**src/rtl/dot_acc_pkg.sv**
```systemverilog
// ============================================================================
// Module  : dot_acc_pkg
// Purpose : Shared widths, FSM encoding and helpers for the dot-product block.
// Revision: 1.0 - initial release
// ============================================================================
`default_nettype none

package dot_acc_pkg;

   localparam int ACC_W  = 12;
   localparam int CNT_W  = 5;
   localparam int OP_W   = 4;
   localparam int PROD_W = 8;

   typedef enum logic [1:0] {
      ST_ACCUM = 2'd0,
      ST_FLUSH = 2'd1,
      ST_DONE  = 2'd2
   } state_t;

   // Term counter sticks at all-ones instead of wrapping.
   function automatic logic [CNT_W-1:0] sat_inc(input logic [CNT_W-1:0] v);
      return (v == {CNT_W{1'b1}}) ? v : v + CNT_W'(1);
   endfunction

endpackage : dot_acc_pkg

`default_nettype wire

```
**src/rtl/junsignedArrayMultiplier.sv**
```systemverilog
// ============================================================================
// Module  : junsignedArrayMultiplier
// Purpose : 4x4 unsigned array multiplier built from rows of ripple adders.
// Revision: 1.0 - initial release
// ============================================================================
`default_nettype none

module junsignedArrayMultiplier
   import dot_acc_pkg::*;
(
   input  logic [OP_W-1:0]   a_i,
   input  logic [OP_W-1:0]   b_i,
   output logic [PROD_W-1:0] p_o
);

   logic [OP_W-1:0] w_pp [OP_W];
   logic [OP_W:0]   w_row1;
   logic [OP_W:0]   w_row2;
   logic [OP_W:0]   w_row3;

   // One 4-bit ripple row of full adders; returns {carry_out, sum}.
   function automatic logic [OP_W:0] fa_row(input logic [OP_W-1:0] x,
                                            input logic [OP_W-1:0] y);
      logic            c;
      logic [OP_W-1:0] s;
      c = 1'b0;
      s = '0;
      for (int k = 0; k < OP_W; k++) begin
         s[k] = x[k] ^ y[k] ^ c;
         c    = (x[k] & y[k]) | (c & (x[k] ^ y[k]));
      end
      return {c, s};
   endfunction

   generate
      for (genvar i = 0; i < OP_W; i++) begin : g_pp
         assign w_pp[i] = a_i & {OP_W{b_i[i]}};
      end
   endgenerate

   // Each row adds the next partial product to the shifted-down previous row.
   assign w_row1 = fa_row({1'b0, w_pp[0][OP_W-1:1]}, w_pp[1]);
   assign w_row2 = fa_row(w_row1[OP_W:1], w_pp[2]);
   assign w_row3 = fa_row(w_row2[OP_W:1], w_pp[3]);

   assign p_o = {w_row3, w_row2[0], w_row1[0], w_pp[0][0]};

endmodule : junsignedArrayMultiplier

`default_nettype wire

```
**src/rtl/dot_product_accumulator.sv**
```systemverilog
// ============================================================================
// Module  : dot_product_accumulator
// Purpose : Streams a*b terms into a 12-bit accumulator and presents the sum.
// Revision: 1.0 - initial release
// ============================================================================
`default_nettype none

module dot_product_accumulator
   import dot_acc_pkg::*;
(
   input  logic              clk,
   input  logic              reset,
   input  logic              in_valid,
   output logic              in_ready,
   input  logic [OP_W-1:0]   a,
   input  logic [OP_W-1:0]   b,
   input  logic              in_last,
   output logic              out_valid,
   input  logic              out_ready,
   output logic [ACC_W-1:0]  result,
   output logic [CNT_W-1:0]  count,
   output logic              ovf
);

   state_t             state_q;
   state_t             state_d;

   logic               stage_vld_q;
   logic               stage_last_q;
   logic [OP_W-1:0]    op_a_q;
   logic [OP_W-1:0]    op_b_q;

   logic [ACC_W-1:0]   acc_q;
   logic [CNT_W-1:0]   run_cnt_q;
   logic               sticky_q;

   logic [ACC_W-1:0]   result_q;
   logic [CNT_W-1:0]   count_q;
   logic               ovf_q;

   logic               w_accept;
   logic [PROD_W-1:0]  w_prod;
   logic [ACC_W:0]     w_sum;

   junsignedArrayMultiplier u_mul (
      .a_i (op_a_q),
      .b_i (op_b_q),
      .p_o (w_prod)
   );

   // Bit ACC_W of the sum is the carry-out of the 12-bit add.
   assign w_sum    = {1'b0, acc_q} + {{(ACC_W + 1 - PROD_W){1'b0}}, w_prod};
   assign w_accept = in_valid && in_ready;

   always_ff @(posedge clk) begin
      if (reset) begin
         state_q <= ST_ACCUM;
      end else begin
         state_q <= state_d;
      end
   end

   always_comb begin
      state_d   = state_q;
      in_ready  = 1'b0;
      out_valid = 1'b0;
      case (state_q)
         ST_ACCUM: begin
            in_ready = 1'b1;
            if (in_valid && in_last) begin
               state_d = ST_FLUSH;
            end
         end
         ST_FLUSH: begin
            state_d = ST_DONE;
         end
         ST_DONE: begin
            out_valid = 1'b1;
            if (out_ready) begin
               state_d = ST_ACCUM;
            end
         end
         default: begin
            state_d = ST_ACCUM;
         end
      endcase
   end

   always_ff @(posedge clk) begin
      if (reset) begin
         stage_vld_q  <= 1'b0;
         stage_last_q <= 1'b0;
         op_a_q       <= '0;
         op_b_q       <= '0;
      end else begin
         stage_vld_q  <= w_accept;
         stage_last_q <= w_accept && in_last;
         if (w_accept) begin
            op_a_q <= a;
            op_b_q <= b;
         end
      end
   end

   // The last term is folded in during FLUSH, straight into the output registers.
   always_ff @(posedge clk) begin
      if (reset) begin
         acc_q     <= '0;
         run_cnt_q <= '0;
         sticky_q  <= 1'b0;
         result_q  <= '0;
         count_q   <= '0;
         ovf_q     <= 1'b0;
      end else if (state_q == ST_FLUSH) begin
         result_q  <= w_sum[ACC_W-1:0];
         count_q   <= sat_inc(run_cnt_q);
         ovf_q     <= sticky_q | w_sum[ACC_W];
         acc_q     <= '0;
         run_cnt_q <= '0;
         sticky_q  <= 1'b0;
      end else if (stage_vld_q && !stage_last_q) begin
         acc_q     <= w_sum[ACC_W-1:0];
         run_cnt_q <= sat_inc(run_cnt_q);
         sticky_q  <= sticky_q | w_sum[ACC_W];
      end
   end

   assign result = result_q;
   assign count  = count_q;
   assign ovf    = ovf_q;

endmodule : dot_product_accumulator

`default_nettype wire

```
**config.mk**
```make
export PLATFORM = sky130hd
export DESIGN_NAME = dot_product_accumulator
export DESIGN_NICKNAME = d
export VERILOG_FILES = /design/src/rtl/dot_acc_pkg.sv /design/src/rtl/junsignedArrayMultiplier.sv /design/src/rtl/dot_product_accumulator.sv
export SDC_FILE = /design/constraint.sdc
export NUM_CORES = 1
export LEC_CHECK = 0
export BUFFER_PORTS_ARGS = -buffer_cell sky130_fd_sc_hd__buf_2
export CORE_UTILIZATION = 60
export CTS_BUF_LIST = sky130_fd_sc_hd__clkbuf_8
export CTS_CLUSTER_SIZE = 14
export DETAILED_ROUTE_END_ITERATION = 12
export GPL_TIMING_DRIVEN = 0
export PLACE_DENSITY = 0.82
export SYNTH_ARGS = -nofsm -noshare
export SYNTH_HDL_FRONTEND = slang
export SYNTH_HIERARCHICAL = 1
export SYNTH_SLANG_ARGS = --single-unit
export TNS_END_PERCENT = 5
```
**constraint.sdc**
```tcl
create_clock -name clk -period 6.6 [get_ports clk]
set_input_delay 0.66 -clock clk [delete_from_list [all_inputs] [get_ports clk]]
set_output_delay 0.66 -clock clk [all_outputs]
set_load 0.05 [all_outputs]
```
==> impl_results.md, run 1 <==
- Critical path startpoint category: register
- Setup WS post-layout: 1.20 ns
- Drt pass-1 iters: 4
- Maximum VDD drop: 158 uV
- Worst Skew: 0.00662 ns
- Final Util: 70.2%
- Power consumption: 0.526 mW
- Yosys cell types: 41
- Post-Syn Area: 2520 um^2
- Pleak: 1.32 nW
- Dominant cells by area after synthesis: dfxtp_1 (38%), fa_1 (7.1%), nand2_1 (6.7%)
- I/O Pins: 33
- Commonest non-fill, non-tap cells in the layout: dfxtp_1 (48), nand2_1 (45), buf_2 (40)
- Pwr dens: 186 nW/um^2
- Grt ovf: 0
- Drt wl/cell: 13.6 um
- Relative slew slack: 63.8%
- Layout cell share with drive strength beyond 1: 18.4%
- Vias in the first global route: 1849
- Post-synth EDFFs: 0
- Die Wd: 66.8 um
- DP Area: 2740 um^2
- Dpl ws: 1.19 ns
- Largest net degree at the start of global routing: 15
- Clock-pin slew on the worst setup and hold paths: 0.09 ns
- Critical path class: register to register
- Tightest Pin Transition: 0.543 ns
- CTS tree: built
- Root Buffer: clkbuf_8
- I/O Buffers: 32
- First-pass GRT wire length: 8.25 mm
- Core area: 4030 um^2
- Synthesized Nets: 315
- Number of setup buffers added after CTS: 0
- Full die area: 4460 um^2
- Fmax achieved: 185 MHz
- Post-synthesis cell count: 280
- Nets: 354
- Post-route ant nets: 0
- Total number of vias: 2010
- Post-CTS sizing: 0
- Crit. End Element: register
- Initial Util: 62.6%
- Design Area, Final: 2830 um^2
- Initial antenna violation count: 0
- Yosys top cell by area: dfxtp_1
- Final Max Tran Viols: 0
- Prevailing post-synth register cell: dfxtp_1
- Total Routing Usage GR: 25.1%
- Post-cts hold buffer count: 0
- RSZ-0062 raised after global routing: no
- N_diodes: 0
- Final Hold Vio Count: 0
- Via density: 5.43
- Period utilization: 81.9%
- Post-synth top area share: 38.1%
- # H-tree levels: 2
- Worst skew pair latency: 0.31 ns
- DIE HEIGHT: 66.8 um
- Drt total wl: 5.04 mm
- Max Buffers Root-to-Sink: 2
- CTS sink count: 48
- Syn-to-layout area delta: 12.2%
- Worst min-delay path category: register to register
- Mean area per synthesized cell: 9.00 um^2
- Seq/Total Area, Yosys: 38.1%
- DR DRC count: 0
- Worst EP arrival: 5.61 ns
- Final min period: 5.40 ns
- DP HPWL: 3.74 mm
- Critical path peak fanout: 8
- FP Rows: 23
- Max-cap violation count: 0
- Setup violators final: 0
- Gpl congestion: 0.859
- Ys Warns: 6
- Critical Path RT: 6.81 ns
- Most common cell after layout, fill and taps aside: dfxtp_1
- Total CTS buffers: 5
- Setup TNS: 0 ns
- Register bit total from synthesis: 48
- Status: completed
- Post-synth ARST share: 0%
- First DRT Iteration DRCs: 70
-- kinds of logic after synthesis --
logic type / synth area share (%)
xor+xnor: 5.91
mux: 0.844
buf+inv: 4.57
fa+ha+maj: 13.6
compound gates: 17.8
simple gates: 19.2
flops: 38.1
-- area by class of cell --
type / count / area [um^2]
timing repair buffer: 32 / 160
clock inverter: 3 / 16.3
inverter: 13 / 48.8
fill: 318 / 1200
buffer: 15 / 66.3
sequential: 48 / 961
tap: 50 / 62.6
multi-input combinational: 204 / 1450
clock buffer: 5 / 68.8
-- power by group --
part	total, mW	internal (mW)	switching [mW]	leakage [nW]
registers	0.303	0.296	0.00678	0.389
clock network	0.169	0.0727	0.0967	0.0507
logic	0.0534	0.0181	0.0353	0.878
-- stage by stage --
| stage | std cells | hold WS (ns) |
|---|---|---|
| 2_1_floorplan | 280 | 0.419 |
| 3_3_place_gp | 362 | 0.425 |
| 3_5_place_dp | 362 | 0.441 |
| 4_1_cts | 370 | 0.461 |
| 5_1_grt | 370 | 0.476 |
| 6_report | 370 | 0.464 |
-- final timing paths --
check,start,end,slack [ns],depth (start not counted)
worst min-delay path,count[4],count[4],0.46,2
worst max-delay path,op_b_q[0],result[9],1.20,20
worst min register to register,count[4],count[4],0.46,2
worst max register to register,op_b_q[0],result[9],1.20,20
-- synth_stat cells, types with 8 or more instances --
cell      n
a21oi_1  19
a22o_1   16
and2_1   14
buf_2     8
dfxtp_1  48
fa_1      9
ha_1     13
inv_1    13
nand2_1  45
nand3_1   8
nor2_1   14
xor2_1   10
-- critical path, cell delays in order (launching register included) --
cell and delay (ns):
dfxtp_1 0.42, and2_1 0.16, ha_1 0.14, inv_1 0.04, fa_1 0.37, fa_1 0.49, inv_1 0.06, fa_1 0.43
fa_1 0.50, inv_1 0.06, fa_1 0.43, fa_1 0.38, fa_1 0.49, inv_1 0.05, ha_1 0.25, buf_2 0.17
nand3_1 0.13, a211oi_2 0.28, o21ai_1 0.14, xnor2_1 0.15, a22o_1 0.18
-- sequential cells by signal, indices dropped and copies added (netlist names) --
name,cells
acc_q,12
count,5
op_a_q,4
op_b_q,4
ovf,1
result,12
run_cnt_q,5
stage_last_q,1
stage_vld_q,1
state_q,2
sticky_q,1
-- metal layers --
metal  up-vias  wire (um)  GRT usage, %
li1       1033          -             -
met4         0         57          8.24
met2        44       2340          39.6
met1       928       2450          32.6
met5         -          0             0
met3         5        186          7.53
Power figures use the tool's default switching activity.
==> run 2: changes to the inputs <==
CORE_UTILIZATION = 54   (was 60)
PLACE_DENSITY = 0.78   (was 0.82)
clock period = 4.6 ns   (was 6.6 ns; I/O delays follow)
==> run 2 against run 1 <==
Register-to-register slack got worse by 1.5 ns. Power rose by 47%. Setup slack lost 1.5 ns. Largest power group unchanged. Maximum frequency grew 9.2%. Combinational power increased by 56%. Utilization is 2.9 points lower. Non-clock buffer count is 5 higher. Die area grew 11%. The flow now finishes with violations (negative setup slack).
==> impl_results.md, run 2 (synthesized netlist as in run 1, its figures left out) <==
- Status: finished, violations left
- Violated checks: negative setup slack
- First DRT Iteration DRCs: 133
- Fin Hold WS: 0.359 ns
- Largest net degree at the start of global routing: 15
- Crit. End Element: register
- Most common cell after layout, fill and taps aside: nand2_1
- Final min period: 4.95 ns
- CP cell instances: and2_1 -> ha_1 -> inv_1 -> fa_2 -> fa_1 -> inv_1 -> fa_2 -> fa_2 -> fa_1 -> inv_1 -> fa_2 -> fa_1 -> inv_2 -> ha_4 -> buf_6 -> nand3_4 -> a211oi_4 -> o21ai_1 -> xnor2_1 -> a22o_1
- Pwr dens: 261 nW/um^2
- Nets: 359
- Switching share of power: 25.8%
- # H-tree levels: 2
- Critical path startpoint category: register
- Total CTS buffers: 5
- Setup TNS: -3.16 ns
- Gpl congestion: 0.862
- Slowest stage delay, CP: 0.50 ns
- Pleak: 1.35 nW
- Drt pass-1 iters: 4
- Initial Util: 57.1%
- Worst Skew: 0.00495 ns
- Fmax achieved: 202 MHz
- Root Buffer: clkbuf_8
- Post-Place Cells: 364
- Fin cells: 377
- I/O Pins: 33
- Clock power share: 33.4%
- Setup violators final: 13
- Vias in the first global route: 1881
- DIE HEIGHT: 70.3 um
- Drt total wl: 5.07 mm
- Period utilization: 108%
- Setup WS post-layout: -0.349 ns
- Critical path class: register to register
- P_int: 0.575 mW
- Via density: 5.31
- Power consumption: 0.775 mW
- Syn-to-layout area delta: 17.9%
- Tightest Pin Transition: 0.494 ns
- RSZ-0062 raised after global routing: yes
- N_diodes: 0
- Relative slew slack: 67.1%
- Worst EP arrival: 5.15 ns
- Final Max Tran Viols: 0
- DP HPWL: 3.77 mm
- DR DRC count: 0
- Core area: 4410 um^2
- Total number of vias: 2000
- I/O Buffers: 32
- Die Wd: 70.3 um
- Total Routing Usage GR: 22.0%
- Worst min-delay path category: input pin to register
- Switch Pwr: 0.200 mW
- CTS tree: built
- Reg power frac: 55.9%
- Grt ovf: 0
- Critical Path RT: 4.80 ns
- Combinational share of power: 10.7%
- Layout cell share with drive strength beyond 1: 24.3%
- FP Rows: 24
- Max-cap violation count: 0
- First-pass GRT wire length: 8.56 mm
- Drt wl/cell: 13.5 um
- Critical path peak fanout: 8
- Maximum VDD drop: 138 uV
- Post-route ant nets: 0
- Commonest non-fill, non-tap cells in the layout: nand2_1 (45), dfxtp_1 (44), buf_2 (38)
- Worst skew pair latency: 0.30 ns
- Full die area: 4950 um^2
- Initial antenna violation count: 0
- Max Buffers Root-to-Sink: 2
- Clock-pin slew on the worst setup and hold paths: 0.09 ns
- Critical path's slowest cell: fa_1
- Final Hold Vio Count: 0
- CTS sink count: 48
- Most frequent cell on the critical path: fa_2
==> run 2: path summary, 6_finish.rpt <==
kind | slack [ns] | from | cells past startpoint | endpoint
worst min-delay path | 0.36 | in_last | 2 | state_q[0]
worst min register to register | 0.44 | count[4] | 2 | count[4]
worst max register to register | -0.35 | op_b_q[0] | 20 | result[9]
worst max-delay path | -0.35 | op_b_q[0] | 20 | result[9]
==> run 2: power by group through the flow <==
stage          registers [mW]  clock network [mW]  logic [mW]
2_1_floorplan           0.447                   0      0.0514
3_3_place_gp            0.444                   0      0.0748
3_5_place_dp            0.445                   0      0.0766
4_1_cts                 0.433               0.265      0.0828
5_1_grt                 0.435               0.281      0.0922
6_report                0.434               0.259      0.0831
==> run 2: routing by layer <==
metal / up-vias / global-route usage (%) / wire length [um]
li1: 1043 / - / -
met1: 887 / 29.8 / 2380
met2: 63 / 34.4 / 2340
met3: 7 / 3.61 / 255
met4: 0 / 10.0 / 95
met5: - / 0 / 0
==> run 2: stage by stage <==
| step | utilization [%] | instance area, um^2 | setup slack, ns |
|---|---|---|---|
| after floorplan | - | 2570 | -0.186 |
| after global placement | 63.3 | 2790 | -0.383 |
| after detailed placement | 63.3 | 2790 | -0.449 |
| after CTS | 66.9 | 2950 | -0.351 |
| after global routing | 67.3 | 2970 | -0.568 |
| final | 67.3 | 2970 | -0.349 |
==> run 2: layout make-up <==
cell class | instances | area, um^2
fillers | 353 | 1440
clock inverters | 2 | 11.3
flip-flops and latches | 48 | 966
multi-input cells | 204 | 1520
clock buffers | 6 | 82.6
plain buffers | 15 | 78.8
inverters | 13 | 48.8
well taps | 52 | 65.1
repair buffers | 37 | 198
==> run 2: timing repair <==
item,CTS,global route
buffers inserted,5,0
hold buffers,0,0
pin swaps,9,5
endpoints found under the setup margin,14,14
resized for setup,6,3
==> run 2: worst max-delay path: cells and delay by family (launching register included) <==
kind	cells	cell delay, ns
xor gates and xnor gates	1	0.15
and+or+nand+nor	2	0.23
buffers and inverters	5	0.33
DFF	1	0.34
adders and majority gates	9	3.27
AOI/OAI and AO/OA	3	0.56
